<file path="src/rtl/fm_cmn_pkg.sv">
// Shared types and constants for the fm_cmn streaming helpers.
// Holds the BRAM read-engine state encoding and the skid buffer sizing.
package fm_cmn_pkg;

  typedef enum logic [1:0] {
    ST_IDLE  = 2'd0,
    ST_RUN   = 2'd1,
    ST_FLUSH = 2'd2,
    ST_DONE  = 2'd3
  } fm_state_e;

  localparam int unsigned P_BUF_DEPTH = 2;
  localparam int unsigned P_OCC_W     = $clog2(P_BUF_DEPTH + 1);

endpackage

</file>
<file path="src/rtl/fm_cmn_skid2.sv">
// Two-entry register FIFO used to absorb fixed read latency under backpressure.
// Head and valid come straight from flops; a push with a pop at occupancy 1 lands in the head.
module fm_cmn_skid2
  import fm_cmn_pkg::*;
#(
  parameter int unsigned P_WIDTH = 32
) (
  input  logic                 clk_core,
  input  logic                 rst_core,
  input  logic                 i_push,
  input  logic                 i_pop,
  input  logic [P_WIDTH-1:0]   i_data,
  output logic                 o_valid,
  output logic [P_WIDTH-1:0]   o_head,
  output logic [P_OCC_W-1:0]   o_occ
);

  logic [P_WIDTH-1:0] ent0_q, ent0_d;
  logic [P_WIDTH-1:0] ent1_q, ent1_d;
  logic [P_OCC_W-1:0] occ_q, occ_d;
  logic               pop;

  assign pop = i_pop & (occ_q != '0);

  always_comb begin
    ent0_d = ent0_q;
    ent1_d = ent1_q;
    occ_d  = occ_q;
    unique case ({i_push, pop})
      2'b10: begin
        if (occ_q == '0) begin
          ent0_d = i_data;
        end else begin
          ent1_d = i_data;
        end
        if (occ_q != P_OCC_W'(P_BUF_DEPTH)) begin
          occ_d = occ_q + P_OCC_W'(1);
        end
      end
      2'b01: begin
        ent0_d = ent1_q;
        occ_d  = occ_q - P_OCC_W'(1);
      end
      2'b11: begin
        if (occ_q == P_OCC_W'(1)) begin
          ent0_d = i_data;
        end else begin
          ent0_d = ent1_q;
          ent1_d = i_data;
        end
      end
      default: ;
    endcase
  end

  always_ff @(posedge clk_core) begin
    if (rst_core) begin
      ent0_q <= '0;
      ent1_q <= '0;
      occ_q  <= '0;
    end else begin
      ent0_q <= ent0_d;
      ent1_q <= ent1_d;
      occ_q  <= occ_d;
    end
  end

  assign o_valid = (occ_q != '0);
  assign o_head  = ent0_q;
  assign o_occ   = occ_q;

  // A push into a full buffer without a matching pop loses a word.
  a_no_overflow : assert property (@(posedge clk_core) disable iff (rst_core)
    !(i_push && !pop && (occ_q == P_OCC_W'(P_BUF_DEPTH))));

endmodule

</file>
<file path="src/rtl/fm_cmn_bram_rd.sv">
// Streams a contiguous, wrapping range out of a no-enable, one-cycle-latency BRAM read port
// as a valid/ack word stream, backed by a two-entry skid buffer.
module fm_cmn_bram_rd
  import fm_cmn_pkg::*;
#(
  parameter int unsigned P_WIDTH = 32,
  parameter int unsigned P_RANGE = 2,
  parameter int unsigned P_DEPTH = 1 << P_RANGE
) (
  input  logic               clk_core,
  input  logic               rst_core,
  input  logic               i_start,
  input  logic [P_RANGE-1:0] i_base_addr,
  input  logic [P_RANGE:0]   i_len,
  output logic               o_busy,
  output logic               o_done,
  output logic [P_RANGE-1:0] o_addr,
  input  logic [P_WIDTH-1:0] i_rdata,
  output logic               o_valid,
  output logic [P_WIDTH-1:0] o_data,
  input  logic               i_ack
);

  fm_state_e          state_q, state_d;
  logic [P_RANGE-1:0] base_q, base_d;
  logic [P_RANGE-1:0] addr_q, addr_d;
  logic [P_RANGE-1:0] addr_inc;
  logic [P_RANGE:0]   rem_q, rem_d;
  logic               prime_q, prime_d;
  logic               infl_q, infl_d;
  logic [P_OCC_W-1:0] occ;
  logic [2:0]         load;
  logic               pop;
  logic               issue;

  assign pop  = o_valid & i_ack;
  assign load = 3'(occ) + 3'(infl_q) - 3'(pop);

  assign addr_inc = (addr_q == P_RANGE'(P_DEPTH - 1)) ? '0 : addr_q + P_RANGE'(1);

  // o_addr always presents the next address to read; the RAM samples it every edge, and an
  // issue marks that sample as wanted, so the captured word arrives one edge after the issue.
  assign issue = (state_q == ST_RUN) && !prime_q && (rem_q != '0) && (load < 3'd2);

  always_comb begin
    state_d = state_q;
    base_d  = base_q;
    addr_d  = addr_q;
    rem_d   = rem_q;
    prime_d = prime_q;
    infl_d  = 1'b0;
    unique case (state_q)
      ST_IDLE: begin
        if (i_start) begin
          if (i_len != '0) begin
            state_d = ST_RUN;
            base_d  = i_base_addr;
            rem_d   = i_len;
            prime_d = 1'b1;
          end else begin
            state_d = ST_DONE;
          end
        end
      end
      ST_RUN: begin
        if (prime_q) begin
          addr_d  = base_q;
          prime_d = 1'b0;
        end else if (issue) begin
          infl_d = 1'b1;
          rem_d  = rem_q - (P_RANGE + 1)'(1);
          if (rem_q == (P_RANGE + 1)'(1)) begin
            state_d = ST_FLUSH;
          end else begin
            addr_d = addr_inc;
          end
        end
      end
      ST_FLUSH: begin
        // Leave once the final word has been captured and is being (or has been) accepted.
        if (!infl_q && ((occ == '0) || ((occ == P_OCC_W'(1)) && pop))) begin
          state_d = ST_DONE;
        end
      end
      ST_DONE: begin
        state_d = ST_IDLE;
      end
      default: begin
        state_d = ST_IDLE;
      end
    endcase
  end

  always_ff @(posedge clk_core) begin
    if (rst_core) begin
      state_q <= ST_IDLE;
      base_q  <= '0;
      addr_q  <= '0;
      rem_q   <= '0;
      prime_q <= 1'b0;
      infl_q  <= 1'b0;
    end else begin
      state_q <= state_d;
      base_q  <= base_d;
      addr_q  <= addr_d;
      rem_q   <= rem_d;
      prime_q <= prime_d;
      infl_q  <= infl_d;
    end
  end

  fm_cmn_skid2 #(
    .P_WIDTH(P_WIDTH)
  ) u_skid (
    .clk_core(clk_core),
    .rst_core(rst_core),
    .i_push  (infl_q),
    .i_pop   (pop),
    .i_data  (i_rdata),
    .o_valid (o_valid),
    .o_head  (o_data),
    .o_occ   (occ)
  );

  assign o_addr = addr_q;
  assign o_busy = (state_q != ST_IDLE);
  assign o_done = (state_q == ST_DONE);

endmodule

</file>
<file path="config.mk">
export PLATFORM = sky130hd
export DESIGN_NAME = fm_cmn_bram_rd
export DESIGN_NICKNAME = d
export VERILOG_FILES = /design/src/rtl/fm_cmn_pkg.sv /design/src/rtl/fm_cmn_skid2.sv /design/src/rtl/fm_cmn_bram_rd.sv
export SDC_FILE = /design/constraint.sdc
export NUM_CORES = 1
export LEC_CHECK = 0
export ABC_AREA = 0
export BUFFER_PORTS_ARGS = -buffer_cell sky130_fd_sc_hd__buf_2
export CAP_MARGIN = 20
export CORE_MARGIN = 2
export CORE_UTILIZATION = 40
export CTS_CLUSTER_DIAMETER = 100
export DETAILED_ROUTE_END_ITERATION = 12
export GPL_ROUTABILITY_DRIVEN = 1
export MAX_ROUTING_LAYER = met4
export SLEW_MARGIN = 20
export SYNTH_ARGS = -nofsm -noshare
export SYNTH_HDL_FRONTEND = slang
export SYNTH_SLANG_ARGS = --single-unit
export TNS_END_PERCENT = 1
</file>
<file path="constraint.sdc">
create_clock -name clk_core -period 9.4 [get_ports clk_core]
set_input_delay 1.88 -clock clk_core [delete_from_list [all_inputs] [get_ports clk_core]]
set_output_delay 1.88 -clock clk_core [all_outputs]
set_load 0.05 [all_outputs]
</file>
# Word level (Yosys, flattened, before mapping)
# Cells that the tools add are included.
# W data, S select, Z words.
[totals]
wordCells = 96
input_bits = 41
regBits = 77
out_inout_bits = 37
[op_classes]
n_lt_le_gt_ge = 1
n_reduce_logical = 28
bitwise = 3
n_mux = 28
addsub = 6
n_eq_ne = 21
[op_table]
columns = ["cell", "n"]
rows = [
  ["$mux W32", 4],
  ["$pmux W32 S3", 1],
  ["$pmux W32 S2", 1],
  ["$mux W2", 11],
  ["$ne A2 B2 Y1 const B", 10],
  ["$mux W3", 4],
  ["$reduce_and A3 Y1", 4],
  ["$reduce_bool A2 Y1", 6],
  ["$eq A2 B2 Y1 const B", 5],
  ["$reduce_and A5 Y1", 2],
  ["$reduce_bool A3 Y1", 3],
  ["$pmux W2 S4", 1],
  ["$eq A2 B1 Y1 const B", 3],
  ["$pmux W3 S2", 1],
  ["$logic_and A1 B1 Y1", 5],
  ["$add A2 B1 Y2 const B", 2],
  ["$logic_not A2 Y1", 2],
  ["$ne A2 B1 Y1 const B", 2],
  ["$pmux W2 S2", 1],
  ["$reduce_and A2 Y1", 2],
  ["$add A2 B1 Y3", 1],
  ["$eq A3 B1 Y1 const B", 1],
  ["$lt A3 B2 Y1 const B", 1],
  ["$mux W1", 3],
  ["9 further kinds", 11],
]

# Depth between registers and ports, before layout
[depth]
depth_word = 8
mapped_depth = 12
ltp_nobuf = 10

# Hierarchy
# Synthesis repeated with hierarchy kept, for this count alone.
[hier_totals]
hier_cells = 436
area_unflattened_um2 = 3520.9
[by_module_without_submodules]
columns = ["mod", "cells_each", "instances", "area_each_um2", "seq_area_each_um2"]
rows = [
  ["fm_cmn_skid2", 340, 1, 2646.3, 1321.3],
  ["fm_cmn_bram_rd", 96, 1, 874.6, 220.2],
]

# Least setup slack after synthesis
# No wires, ideal clock.
[synth_path]
path_type = "input -> register"
start = "in i_ack"
end = "reg state_q[1]"
stages = 10
setup_ps = 103
path_buffers = 2
arrival_ps = 4160
path_slack_ps = 5137
required_ps = 9297
cell_sequence = "nor2b_1 -> buf_2 -> buf_2 -> ha_1 -> nand2b_1 -> fa_1 -> nor2b_1 -> a41o_1 -> a31oi_1 -> a2111oi_2"
[synth_via]
elab_chain_cells = 6
elab_cells_between_ends = 10
cone_classes = "add/sub: 1; order compare: 1; eq/ne: 2; bitwise: 1; reduce/logical: 5"
[synth_lines]
columns = ["item", "line_no", "text"]
rows = [
  ["from (decl)", "fm_cmn_bram_rd.sv:21", "input logic i_ack"],
  ["$and A1 B1 Y1 (*)", "fm_cmn_bram_rd.sv:36", "assign pop = o_valid & i_ack;"],
  ["$sub A3 B1 Y3 / $logic_and A1 B1 Y1 (equally long branches)", "fm_cmn_bram_rd.sv:37, fm_cmn_bram_rd.sv:81", ""],
  ["$lt A3 B2 Y1 / $logic_or A1 B1 Y1 (equally long branches)", "fm_cmn_bram_rd.sv:43, fm_cmn_bram_rd.sv:81", ""],
  ["$logic_and A1 B1 Y1 (on tied branches)", "fm_cmn_bram_rd.sv:43, fm_cmn_bram_rd.sv:81", ""],
  ["$ne A2 B2 Y1 (no source line)", "-", ""],
  ["$reduce_and A5 Y1 (no source line) (*)", "-", ""],
  ["to (signal assigned)", "fm_cmn_bram_rd.sv:103", "state_q <= state_d;"],
  ["to (decl)", "fm_cmn_bram_rd.sv:24", "fm_state_e state_q, state_d;"],
]
# Every way passes the cells marked *; elsewhere a longest branch is shown, timed or not.
# A chain may end at the register's enable or synchronous reset.

# Worst setup path after layout
[layout_path]
start = "in i_ack"
end = "reg rem_q[1]"
[layout_via]
elab_chain_cells = 6
[layout_lines]
columns = ["item", "line_no", "text"]
rows = [
  ["$and A1 B1 Y1", "fm_cmn_bram_rd.sv:36", ""],
  ["$sub A3 B1 Y3", "fm_cmn_bram_rd.sv:37", "assign load = 3'(occ) + 3'(infl_q) - 3'(pop);"],
  ["$lt A3 B2 Y1", "fm_cmn_bram_rd.sv:43", "assign issue = (state_q == ST_RUN) && !prime_q && (rem_q != '0) && (load < 3'd2);"],
  ["$logic_and A1 B1 Y1", "fm_cmn_bram_rd.sv:43", ""],
  ["$ne A2 B2 Y1 (no source line)", "-", ""],
  ["$reduce_and A5 Y1 (no source line)", "-", ""],
  ["to (signal assigned)", "fm_cmn_bram_rd.sv:106", "rem_q <= rem_d;"],
  ["to (decl)", "fm_cmn_bram_rd.sv:28", "logic [P_RANGE:0] rem_q, rem_d;"],
]
# No other way between the ends.

==> flow_summary.yaml <==
cts:
  cts_max_level: 3
  cts_buffer_depth: 2
  cts_resized: 0
  cts_sinks: 77
  cts_hold_buf: 0
  cts_buffers: 9
  post_cts_buffers: 0
  clk_latency_ns: 0.35
  cts_root_buf: "clkbuf_8"
  path_clk_slew_ns: 0.08
  cts_tree: "done"
global_routing:
  antenna_found_initial: 0
  grt_busiest_layer: "met2"
  grt.overflow.total: 0
  grt_pass1_wl_mm: 14.2
  grt.met1_usage_pct: 22.5
  grt_max_degree: 77
  grt_use_total_pct: 18.5
  grt_use_met2_pct: 30.0
  grt_pass1_vias: 3090
  grt_use_met3_pct: 4.10
place:
  place_area_sq_mm: 0.00387
  gp_congestion: 0.897
  hpwlAfterDp_mm: 5.16
  portBuffers: 77
synth:
  synth-async-reset-ratio_pct: 0
  yosysSeqAreaShare_pct: 44.4
  synth_compound_area_share_pct: 20.3
  netlist_top_cells_area: "dfxtp_1, nand2_1, a311oi_1, a21oi_1, nand3_1"
  synthFlopType: "dfxtp_1"
  synth_simple_gate_area_share_pct: 22.9
  synth_top_area_share_pct: 44.4
  synth-xor-area-share_pct: 0.721
  syn_nets: 481
  synthTopCellsByCount: "nand2_1, dfxtp_1, nor2_1"
  yosysMostFrequentCell: "nand2_1"
  synth_edf_count: 0
  synth_seq_cells: 77
  yosysUniqueCellTypes: 41
  synth_top_family_by_area: "simple AND/OR/NAND/NOR gates"
  syn-cell-area_sq_mm: 0.00347
  yosysWarnings: 0
  avgSynthCellArea_sq_um: 8.13
  netlist_instances: 427
  synthAdderAreaFrac_pct: 4.90
  yosysTopAreaCell: "dfxtp_1"
  synth_mux_area_share_pct: 1.44
pwr:
  p_comb_share_pct: 50.5
  internal_power_uw: 786
  p_sw_share_pct: 48.0
  p_leak_uw: 0.00163
  powerDensity_mw_per_mm2: 368
  irDropWorstVdd_v: 0.000185
  seqPwrFrac_pct: 30.6
  netSwitchingPower_uw: 726
  pwr-share-clk_pct: 18.9
  power_uw: 1510
sta:
  holdWs_ns: 0.458
  finalSetupViolations: 0
  min_period_ns: 4.51
  slew_headroom_pct: 35.2
  setup_tns_ns: 0
  finalHoldViolCount: 0
  tightest_slew_ns: 0.969
  finalClockSkew_ns: 0.0111
  post-route-period-util_pct: 48.0
  rsz0062_at_grt: "false"
  drv_slew: 0
  max_freq_ghz: 0.222
critical_path:
  end_kind: "flop"
  cp.arrival_ns: 4.80
  path_class: "in2reg"
  cp-start-kind: "primary input"
  crit_chain: "buf_2 > nor2b_4 > ha_1 > nand2b_1 > fa_1 > nor2b_1 > a31oi_1 > a2111oi_0 > o21a_1"
  cp_slowest_cell: "nor2b_4"
  worstPathMaxFanout: 39
  critPathMaxStageDelay_ns: 0.78
  path_buf_inv: 1
  required_ns: 9.69
  crit_family: "simple AND/OR/NAND/NOR gates"
floorplan:
  die_area_sq_mm: 0.00944
  die_x_microns: 97.2
  coreArea_sq_mm: 0.00830
  row_count: 33
  die_y_microns: 97.2
  ios: 78
  start_util_pct: 41.8
drt:
  num_vias: 3152
  avgRoutedWirePerCell_microns: 13.7
  avgViaCountPerCell: 5.32
  ant_nets: 0
  drc: 0
  drtIter0Drc: 130
  totalWireLength_mm: 8.13
  dr.pass1.iters: 5
layout:
  layout-drive-gt1-share_pct: 22.1
  final_design_area_no_fill_sq_mm: 0.00411
  num_antenna_cells: 0
  area_growth_pct: 18.3
  utilization_pct: 49.5
  nets: 537
status:
  outcome: "finished, final reports clean"
min_path:
  hold_path.class: "reg2reg"
flow_run:
  max-cap-violations: 0
metrics by stage:
stage	cells	setup slack (ns)
6_report	593	4.89
5_1_grt	593	4.70
4_1_cts	593	4.88
3_5_place_dp	577	4.53
3_3_place_gp	577	4.60
2_1_floorplan	427	5.14
per-layer routing:
metal | vias up | wire [microns]
li1 | 1600 | -
met1 | 1452 | 3780
met2 | 81 | 3690
met3 | 19 | 469
met4 | 0 | 187
met5 | - | 0
worst reg2reg max path: stages (launching register included):
cell       delay, ns
dfxtp_1         0.46
inv_1           0.12
ha_1            0.28
nor2b_4         0.78
ha_1            0.38
nand2b_1        0.15
fa_1            0.51
nor2b_1         0.28
a31oi_1         0.19
a2111oi_0       0.39
o21a_1          0.15
final cells by class:
| type | count | area [sq um] |
|---|---|---|
| Clock buffer | 10 | 138 |
| Clock inverter | 6 | 92.6 |
| Fill cell | 815 | 4190 |
| Inverter | 10 | 37.5 |
| Multi-Input combinational cell | 306 | 1770 |
| Sequential cell | 77 | 1540 |
| Tap cell | 105 | 131 |
| Timing Repair Buffer | 79 | 400 |
power groups by stage:
stage | clock network, uW | registers, uW | logic (uW)
detailed placement | 0 | 471 | 766
global route | 305 | 476 | 833
CTS | 292 | 464 | 768
global placement | 0 | 469 | 754
finish | 285 | 463 | 764
floorplan | 0 | 688 | 391
cell usage in the layout (no fill, tap or decap), types with 4 or more instances in the layout:
| master | Yosys | routed |
|---|---|---|
| a21oi_1 | 38 | 38 |
| a311oi_1 | 33 | 33 |
| buf_2 | 16 | 77 |
| clkbuf_8 | 0 | 10 |
| dfxtp_1 | 77 | 77 |
| ha_1 | 12 | 12 |
| inv_1 | 10 | 10 |
| mux2i_1 | 5 | 5 |
| nand2_1 | 100 | 97 |
| nand2b_1 | 4 | 4 |
| nand3_1 | 33 | 33 |
| nor2_1 | 44 | 44 |
| o21ai_0 | 4 | 4 |
cell families after synthesis:
family	count (synthesis)
xor gates and xnor gates	2
buffers and inverters	44
adders and majority gates	13
muxes	5
AOI/OAI and AO/OA	96
DFF	77
and+or+nand+nor	190
final timing paths:
| path | startpoint | to | slack, ns | cells after the start |
|---|---|---|---|---|
| worst max-delay path | i_ack | rem_q[1] | 4.89 | 9 |
| worst min-delay path | u_skid.ent1_q[9] | u_skid.ent1_q[9] | 0.46 | 2 |
| worst max register to register | u_skid.o_occ[1] | rem_q[1] | 5.64 | 10 |
| worst min register to register | u_skid.ent1_q[9] | u_skid.ent1_q[9] | 0.46 | 2 |
state kept, by name (all words and copies together), names as in the netlist:
name and cells:
infl_q 1, base_q 2, u_skid.ent1_q 32, state_q 2, prime_q 1, rem_q 3, u_skid.o_head 32, o_addr 2
u_skid.o_occ 2
Note: power is estimated with default switching activity, not from simulation.
